==> config.mk <==
export PLATFORM = sky130hd
export DESIGN_NAME = vec_lane_sequencer
export DESIGN_NICKNAME = d
export VERILOG_FILES = /design/src/rtl/vec_lane_sequencer.sv
export SDC_FILE = /design/constraint.sdc
export NUM_CORES = 2
export LEC_CHECK = 0
export CAP_MARGIN = 5
export CORE_AREA = 2 2 605 607
export CTS_CLUSTER_SIZE = 28
export DETAILED_ROUTE_END_ITERATION = 16
export DIE_AREA = 0 0 607 609
export PLACE_DENSITY = 0.3
export SETUP_SLACK_MARGIN = 0.02
export SYNTH_ARGS = -nofsm -noshare
export SYNTH_HDL_FRONTEND = slang
export SYNTH_SLANG_ARGS = --single-unit
==> constraint.sdc <==
create_clock -name clk -period 9 [get_ports clk]
set_input_delay 2.7 -clock clk [delete_from_list [all_inputs] [get_ports clk]]
set_output_delay 2.7 -clock clk [all_outputs]
set_load 0.05 [all_outputs]
==> src/rtl/vec_lane_sequencer.sv <==
// Purpose : sequences 256-bit vector ops lane-by-lane through a scalar-lane ALU, chains VDOT reduction.
// Latency : done after T+16 (VADD/SMUL), T+31 (VDOT), T+1 (pass-through); start at edge T.
// Backpressure: none; start is accepted only in IDLE, and a start seen while busy is dropped.
//
// Ports:
//   clk, rst_n          clock (rising edge) and asynchronous active-low reset
//   start, opcode       request and operation (0000 VADD, 0001 VDOT, 0010 SMUL, others pass-through)
//   src_a, src_b        operands; SMUL takes its scalar from src_a[15:0]
//   busy, done, result  status, one-cycle completion pulse, destination (held after done)
//   alu_op_1/2/opcode   drive the downstream vector ALU
//   alu_result          combinational ALU result
//   busy_cycles         only with SEQ_PERF_CNT_EN: saturating count of busy edges
//
// Optional feature macro: SEQ_PERF_CNT_EN

module vec_lane_sequencer #(
  parameter int LANES  = 16,
  parameter int LANE_W = 16
) (
  input  logic                    clk,
  input  logic                    rst_n,
  input  logic                    start,
  input  logic [3:0]              opcode,
  input  logic [LANES*LANE_W-1:0] src_a,
  input  logic [LANES*LANE_W-1:0] src_b,
  output logic                    busy,
  output logic                    done,
  output logic [LANES*LANE_W-1:0] result,
  output logic [LANES*LANE_W-1:0] alu_op_1,
  output logic [LANES*LANE_W-1:0] alu_op_2,
  output logic [3:0]              alu_opcode,
  input  logic [LANES*LANE_W-1:0] alu_result
`ifdef SEQ_PERF_CNT_EN
  ,
  output logic [15:0]             busy_cycles
`endif
);

  localparam int VW = LANES * LANE_W;
  localparam int LW = $clog2(LANES);
  localparam logic [LW-1:0] LAST_LANE = LW'(LANES - 1);

  localparam logic [3:0] OP_VADD = 4'b0000;
  localparam logic [3:0] OP_VDOT = 4'b0001;
  localparam logic [3:0] OP_SMUL = 4'b0010;
  localparam logic [3:0] OP_IDLE = 4'b1111;

  typedef enum logic [2:0] {
    S_IDLE,
    S_ELEM,
    S_REDUCE,
    S_PASS,
    S_DONE
  } state_e;

  state_e                         state_q, state_d;
  logic [3:0]                     opc_q, opc_d;
  logic [VW-1:0]                  a_q, a_d;
  logic [VW-1:0]                  b_q, b_d;
  logic [LW-1:0]                  lane_q, lane_d;
  logic [LANE_W-1:0]              acc_q, acc_d;
  logic [LANES-1:0][LANE_W-1:0]   prod_q, prod_d;
  logic [VW-1:0]                  result_q, result_d;
  logic                           busy_q, busy_d;
  logic                           done_q, done_d;

  logic [LANE_W-1:0]              alu_lane;

  // Only the low lane of the ALU result is meaningful for lane-wise passes.
  assign alu_lane = alu_result[LANE_W-1:0];

  // Next-state and datapath updates.
  always_comb begin
    state_d  = state_q;
    opc_d    = opc_q;
    a_d      = a_q;
    b_d      = b_q;
    lane_d   = lane_q;
    acc_d    = acc_q;
    prod_d   = prod_q;
    result_d = result_q;
    busy_d   = busy_q;
    done_d   = 1'b0;

    case (state_q)
      S_IDLE: begin
        if (start) begin
          opc_d  = opcode;
          a_d    = src_a;
          b_d    = src_b;
          lane_d = '0;
          busy_d = 1'b1;
          if (opcode == OP_VADD || opcode == OP_VDOT || opcode == OP_SMUL) begin
            state_d = S_ELEM;
          end else begin
            state_d = S_PASS;
          end
        end
      end

      S_ELEM: begin
        // VDOT parks products in scratch; VADD/SMUL write straight into result.
        if (opc_q == OP_VDOT) begin
          prod_d[lane_q] = alu_lane;
        end else begin
          result_d[int'(lane_q)*LANE_W +: LANE_W] = alu_lane;
        end
        lane_d = lane_q + LW'(1);
        if (lane_q == LAST_LANE) begin
          if (opc_q == OP_VDOT) begin
            // Product 0 seeds the accumulator; the chain starts at product 1.
            state_d = S_REDUCE;
            acc_d   = prod_q[0];
            lane_d  = LW'(1);
          end else begin
            state_d = S_DONE;
            done_d  = 1'b1;
            lane_d  = '0;
          end
        end
      end

      S_REDUCE: begin
        acc_d  = alu_lane;
        lane_d = lane_q + LW'(1);
        if (lane_q == LAST_LANE) begin
          state_d  = S_DONE;
          done_d   = 1'b1;
          lane_d   = '0;
          result_d = {{(VW-LANE_W){1'b0}}, alu_lane};
        end
      end

      S_PASS: begin
        result_d = alu_result;
        state_d  = S_DONE;
        done_d   = 1'b1;
      end

      S_DONE: begin
        state_d = S_IDLE;
        busy_d  = 1'b0;
      end

      default: begin
        state_d = S_IDLE;
        busy_d  = 1'b0;
      end
    endcase
  end

  // ALU drive is decoded purely from registered state, so it never glitches on start/src changes.
  always_comb begin
    alu_op_1   = '0;
    alu_op_2   = '0;
    alu_opcode = OP_IDLE;
    case (state_q)
      S_ELEM: begin
        alu_op_1[LANE_W-1:0] = (opc_q == OP_SMUL) ? a_q[LANE_W-1:0]
                                                  : a_q[int'(lane_q)*LANE_W +: LANE_W];
        alu_op_2[LANE_W-1:0] = b_q[int'(lane_q)*LANE_W +: LANE_W];
        alu_opcode           = (opc_q == OP_VADD) ? OP_VADD : OP_SMUL;
      end
      S_REDUCE: begin
        alu_op_1[LANE_W-1:0] = acc_q;
        alu_op_2[LANE_W-1:0] = prod_q[lane_q];
        alu_opcode           = OP_VADD;
      end
      S_PASS: begin
        alu_op_1   = a_q;
        alu_op_2   = b_q;
        alu_opcode = opc_q;
      end
      default: begin
        alu_op_1   = '0;
        alu_op_2   = '0;
        alu_opcode = OP_IDLE;
      end
    endcase
  end

`ifdef SEQ_PERF_CNT_EN
  logic [15:0] busy_cycles_q, busy_cycles_d;

  always_comb begin
    busy_cycles_d = busy_cycles_q;
    if (busy_q && busy_cycles_q != 16'hFFFF) begin
      busy_cycles_d = busy_cycles_q + 16'd1;
    end
  end

  assign busy_cycles = busy_cycles_q;
`endif

  always_ff @(posedge clk or negedge rst_n) begin
    if (!rst_n) begin
      state_q  <= S_IDLE;
      opc_q    <= '0;
      a_q      <= '0;
      b_q      <= '0;
      lane_q   <= '0;
      acc_q    <= '0;
      prod_q   <= '0;
      result_q <= '0;
      busy_q   <= 1'b0;
      done_q   <= 1'b0;
`ifdef SEQ_PERF_CNT_EN
      busy_cycles_q <= '0;
`endif
    end else begin
      state_q  <= state_d;
      opc_q    <= opc_d;
      a_q      <= a_d;
      b_q      <= b_d;
      lane_q   <= lane_d;
      acc_q    <= acc_d;
      prod_q   <= prod_d;
      result_q <= result_d;
      busy_q   <= busy_d;
      done_q   <= done_d;
`ifdef SEQ_PERF_CNT_EN
      busy_cycles_q <= busy_cycles_d;
`endif
    end
  end

  assign busy   = busy_q;
  assign done   = done_q;
  assign result = result_q;

endmodule

# Word level (Yosys, flattened, before mapping)
# Cells that the tools add are included.
# word_totals
reg_bits	1053
latchBits	0
mem_bits_rw	0
romBits	0
in_bits	775
word_cells	100
n_memories	0
# classes
n_addsub	2
n_mul	0
n_div	0
n_lt_le_gt_ge	2
eq_ne	13
shift	4
n_mux	36
n_bitwise	1
n_reduce_logical	17
# op_table
operator	count
256-bit case mux with 3 select lines	1
256-bit bitwise mux	2
256-bit two-way mux	2
256-bit by 9-bit indexed part select with 16-bit output	2
240-bit two-way mux	2
16-bit by 33-bit variable shift with 256-bit output (first input constant)	1
16-bit by 33-bit indexed part select with 256-bit output	1
16-bit case mux with 3 select lines	2
16-bit two-way mux	5
16-bit binary-select mux with 4-bit select	1
16-bit demux with 4-bit select	1
8-bit negator with 33-bit output	1
16-bit case mux with 2 select lines	1
4-bit case mux with 3 select lines	2
3-bit two-way mux	4
4-bit two-way mux	3
3-bit case mux with 4 select lines	1
2-bit != test (second input constant)	5
3-bit AND reduction	3
4-bit by 1-bit equality test with 1-bit output (second input constant)	2
4-bit by 2-bit equality test with 1-bit output (second input constant)	2
4-bit logical NOT	2
2-bit AND reduction	4
3-bit by 2-bit equality test with 1-bit output (second input constant)	2
16 further kinds	23

# Logic depth before layout (Yosys ltp)
# logic_depth
ltp_word	6
mapped_depth	14

# Worst setup path before layout
# Ideal clock, no wire load.
# synth_path
kind	register -> output
startpoint	register lane_q[0]
endpoint	output alu_op_2[11]
t_arrival_ns	2.602
slack_ns	3.698
path_stages_with_launch	8
path_buffers	3
cell_sequence	dfrtp_1 -> buf_2 -> buf_2 -> buf_2 -> mux4_2 -> a22o_1 -> o21ai_0 -> o2111ai_1
# synth_between
elab_chain_cells	3
# synth_lines
element	line	text
start, declared	60	logic [LW-1:0] lane_q, lane_d;
start signal, assigned	215	lane_q <= lane_d;
branches (longest 2 deep; another with 256-bit by 9-bit indexed part select with 16-bit output)	--	
16-bit case mux with 3 select lines (*)	157	case (state_q)
end, declared	30	output logic [LANES*LANE_W-1:0] alu_op_2,
# Every way passes the cells marked *. The select of a mux whose other input is x is not followed.

# Worst setup path in the final report
# layout_path
startpoint	register lane_q[0]
endpoint	output alu_op_2[10]
# Same word-level chain as after synthesis.

==> reports/qor.yml <==
sta:
  slew_headroom_pct: 8.62
  rsz0062_at_grt: "no"
  period_share_pct: 89.1
  finalSetupViolCount: 0
  slew_viol_final: 0
  skew_ns: 0.0933
  worst_slack_ns: 0.985
  hold_violations: 0
  worstMarginPinSlew_ns: 1.37
  period_minus_slack_ns: 8.02
  timing.fmax_mhz: 125
  fin_tns_setup_ns: 0
route:
  drtIter0Drc: 3082
  via_per_inst: 4.06
  num_vias: 46300
  wirelength_um: 369000
  ant_nets: 0
  drcViolationCount: 0
  wl_per_cell_um: 32.4
  first_pass_iters: 5
clock_tree:
  cts.sinks: 1053
  cts_buffers: 157
  clk_path_buf_depth: 4
  post_cts_buffers: 0
  cts-resized-gates: 0
  postCtsHoldBufs: 0
  cts_tree: "done"
  h-tree-depth: 4
  clock_latency_ns: 0.87
  cts_root_buffer: "clkbuf_16"
  clkTransAtPathRegs_ns: 0.06
setup_path:
  worst-r2r-cell-count: 8
  cp-start-kind: "flip-flop"
  path_class: "flip-flop to output port"
  cp_num_cells: 7
  cp.required_ns: 6.30
  max_stage_delay_ns: 0.88
  critical_path.cell_chain: "buf_4 > buf_4 > mux4_2 > a22o_1 > o21ai_0 > nand3_1 > clkdlybuf4s50_1"
  cpMostUsedCell: "buf_4"
  arrival_ns: 5.32
  path_delay_family: "buffers and inverters"
  critPathBufInv: 3
  crit_slowest_cell: "dfrtp_4"
  worst-path-max-fanout: 34
  endpoint_kind: "output port"
pwr:
  peakVddDrop_mv: 0.173
  power_leakage_nw: 32.7
  power_density_nw_per_um2: 393
layout:
  drive_gt1_share_pct: 15.2
  layout.cells.most_common: "nand2_1"
  nNetsFinal: 7205
  final_cells: 11400
  final_core_util_pct: 21.5
  post-route-cell-area_um2: 78200
  final_cell_mix: "nand2_1, clkdlybuf4s50_1, dfrtp_1"
  area_growth_syn_to_layout_pct: 50.0
status:
  status: "completed"
logic_synthesis:
  synth_cell_type_count: 61
  ys_ff_latch: 1053
  async_flop_share_pct: 100
  ys_seq_area_share_pct: 50.5
  postSynthCellCount: 5044
  netlist_area_um2: 52100
  avgSynthCellArea_um2: 10.3
  yosys_warnings: 0
  synth_nets: 5825
  synth_flop_cell: "dfrtp_1"
  synth_edf_count: 0
floorplanning:
  die_y_um: 609
  die-width_um: 607
  row_count: 222
  dieArea_um2: 370000
  initial_core_util_pct: 14.3
  pin_count: 1549
  fp.coreArea_um2: 364000
placed_design:
  hpwl_um: 277000
  gp_congestion: 0.845
  placed_area_um2: 73000
  port_buffers: 1548
  post-place-cells: 11100
  dp_slack_ns: 1.88
worst_hold_path:
  holdPathStages: 2
  hold_path_class: "flip-flop to flip-flop"
global_routing:
  grt.overflow.total: 0
  grt_pass1_vias: 48600
  grt_max_degree: 280
  grt_pass1_wl_um: 483000
  grt_usage_pct: 19.4
  antenna_found_initial: 145
run:
  maxCapViolCount: 0
## registers in the layout, indices dropped and copies added (netlist names), 3 cells and up
| name | cells |
|---|---|
| acc_q | 16 |
| result | 256 |
| a_q | 256 |
| prod_q | 256 |
| lane_q | 4 |
| state_q | 3 |
| opc_q | 4 |
| b_q | 256 |
## power breakdown
group	switching, mW	leakage (nW)	internal (mW)
clock network	2.61	2.49	3.69
registers	2.72	13.1	6.60
logic	10.0	17.2	5.12
## worst min-delay path: stages, from the launching register on
cell	delay [ns]
dfrtp_1	0.34
nand2_1	0.05
o21ai_0	0.06
## stage by stage
step / power [mW] / hold WS (ns)
after floorplan: 16.9 / 0.452
after global placement: 24.9 / 0.464
after detailed placement: 24.9 / 0.474
after CTS: 31.5 / 0.487
after global routing: 32.4 / 0.502
final: 30.8 / 0.483
## cell usage after synthesis, drive strengths merged, types with 57 or more instances
master,instances,area [um^2]
dfrtp,1053,26400
clkbuf,338,1270
mux2,433,5030
mux2i,99,991
a22o,108,946
o21ai,81,409
a21oi,94,531
buf,88,459
a22oi,91,683
nor2,71,282
mux4,151,3400
and2,484,3030
nand3,57,330
nand2,1611,6050
a32o,108,1080
## metal layers
layer | share of wire (%) | global-route usage (%) | routed length (um) | vias to the layer above
met1 | 41 | 23.2 | 150000 | 24000
met5 | 0.17 | 0 | 613 | -
met3 | 7.0 | 5.31 | 25700 | 475
li1 | - | - | - | 20100
met2 | 49 | 33.4 | 181000 | 1667
met4 | 3.4 | 6.17 | 12600 | 96
## path summary, 6_finish.rpt
| check | from | end | slack, ns |
|---|---|---|---|
| setup / recovery | lane_q[0] | alu_op_2[10] | 0.98 |
| hold / removal | result[148] | result[148] | 0.48 |
| setup reg to reg | lane_q[1] | result[197] | 4.25 |
| hold reg to reg | result[148] | result[148] | 0.48 |
| max in group asynchronous | rst_n | a_q[205] | 5.25 |
| min in group asynchronous | rst_n | lane_q[0] | 1.84 |
## layout make-up
class                   count  area [um^2]
fillers                 39700       286000
flip-flops and latches   1053        26400
multi-input cells        3560        24200
repair buffers           1647        16400
well taps                4816         6030
clock buffers             222         4500
clock inverters            47          547
diodes                     54          135
inverters                   5         18.8
## logic make-up after synthesis
logic type      synth area share (%)
compound gates                  8.61
flops                           50.5
fa+ha+maj                      0.144
simple gates                    19.3
buf+inv                         3.35
xor+xnor                      0.0504
mux                             18.1
Power figures use the tool's default switching activity.
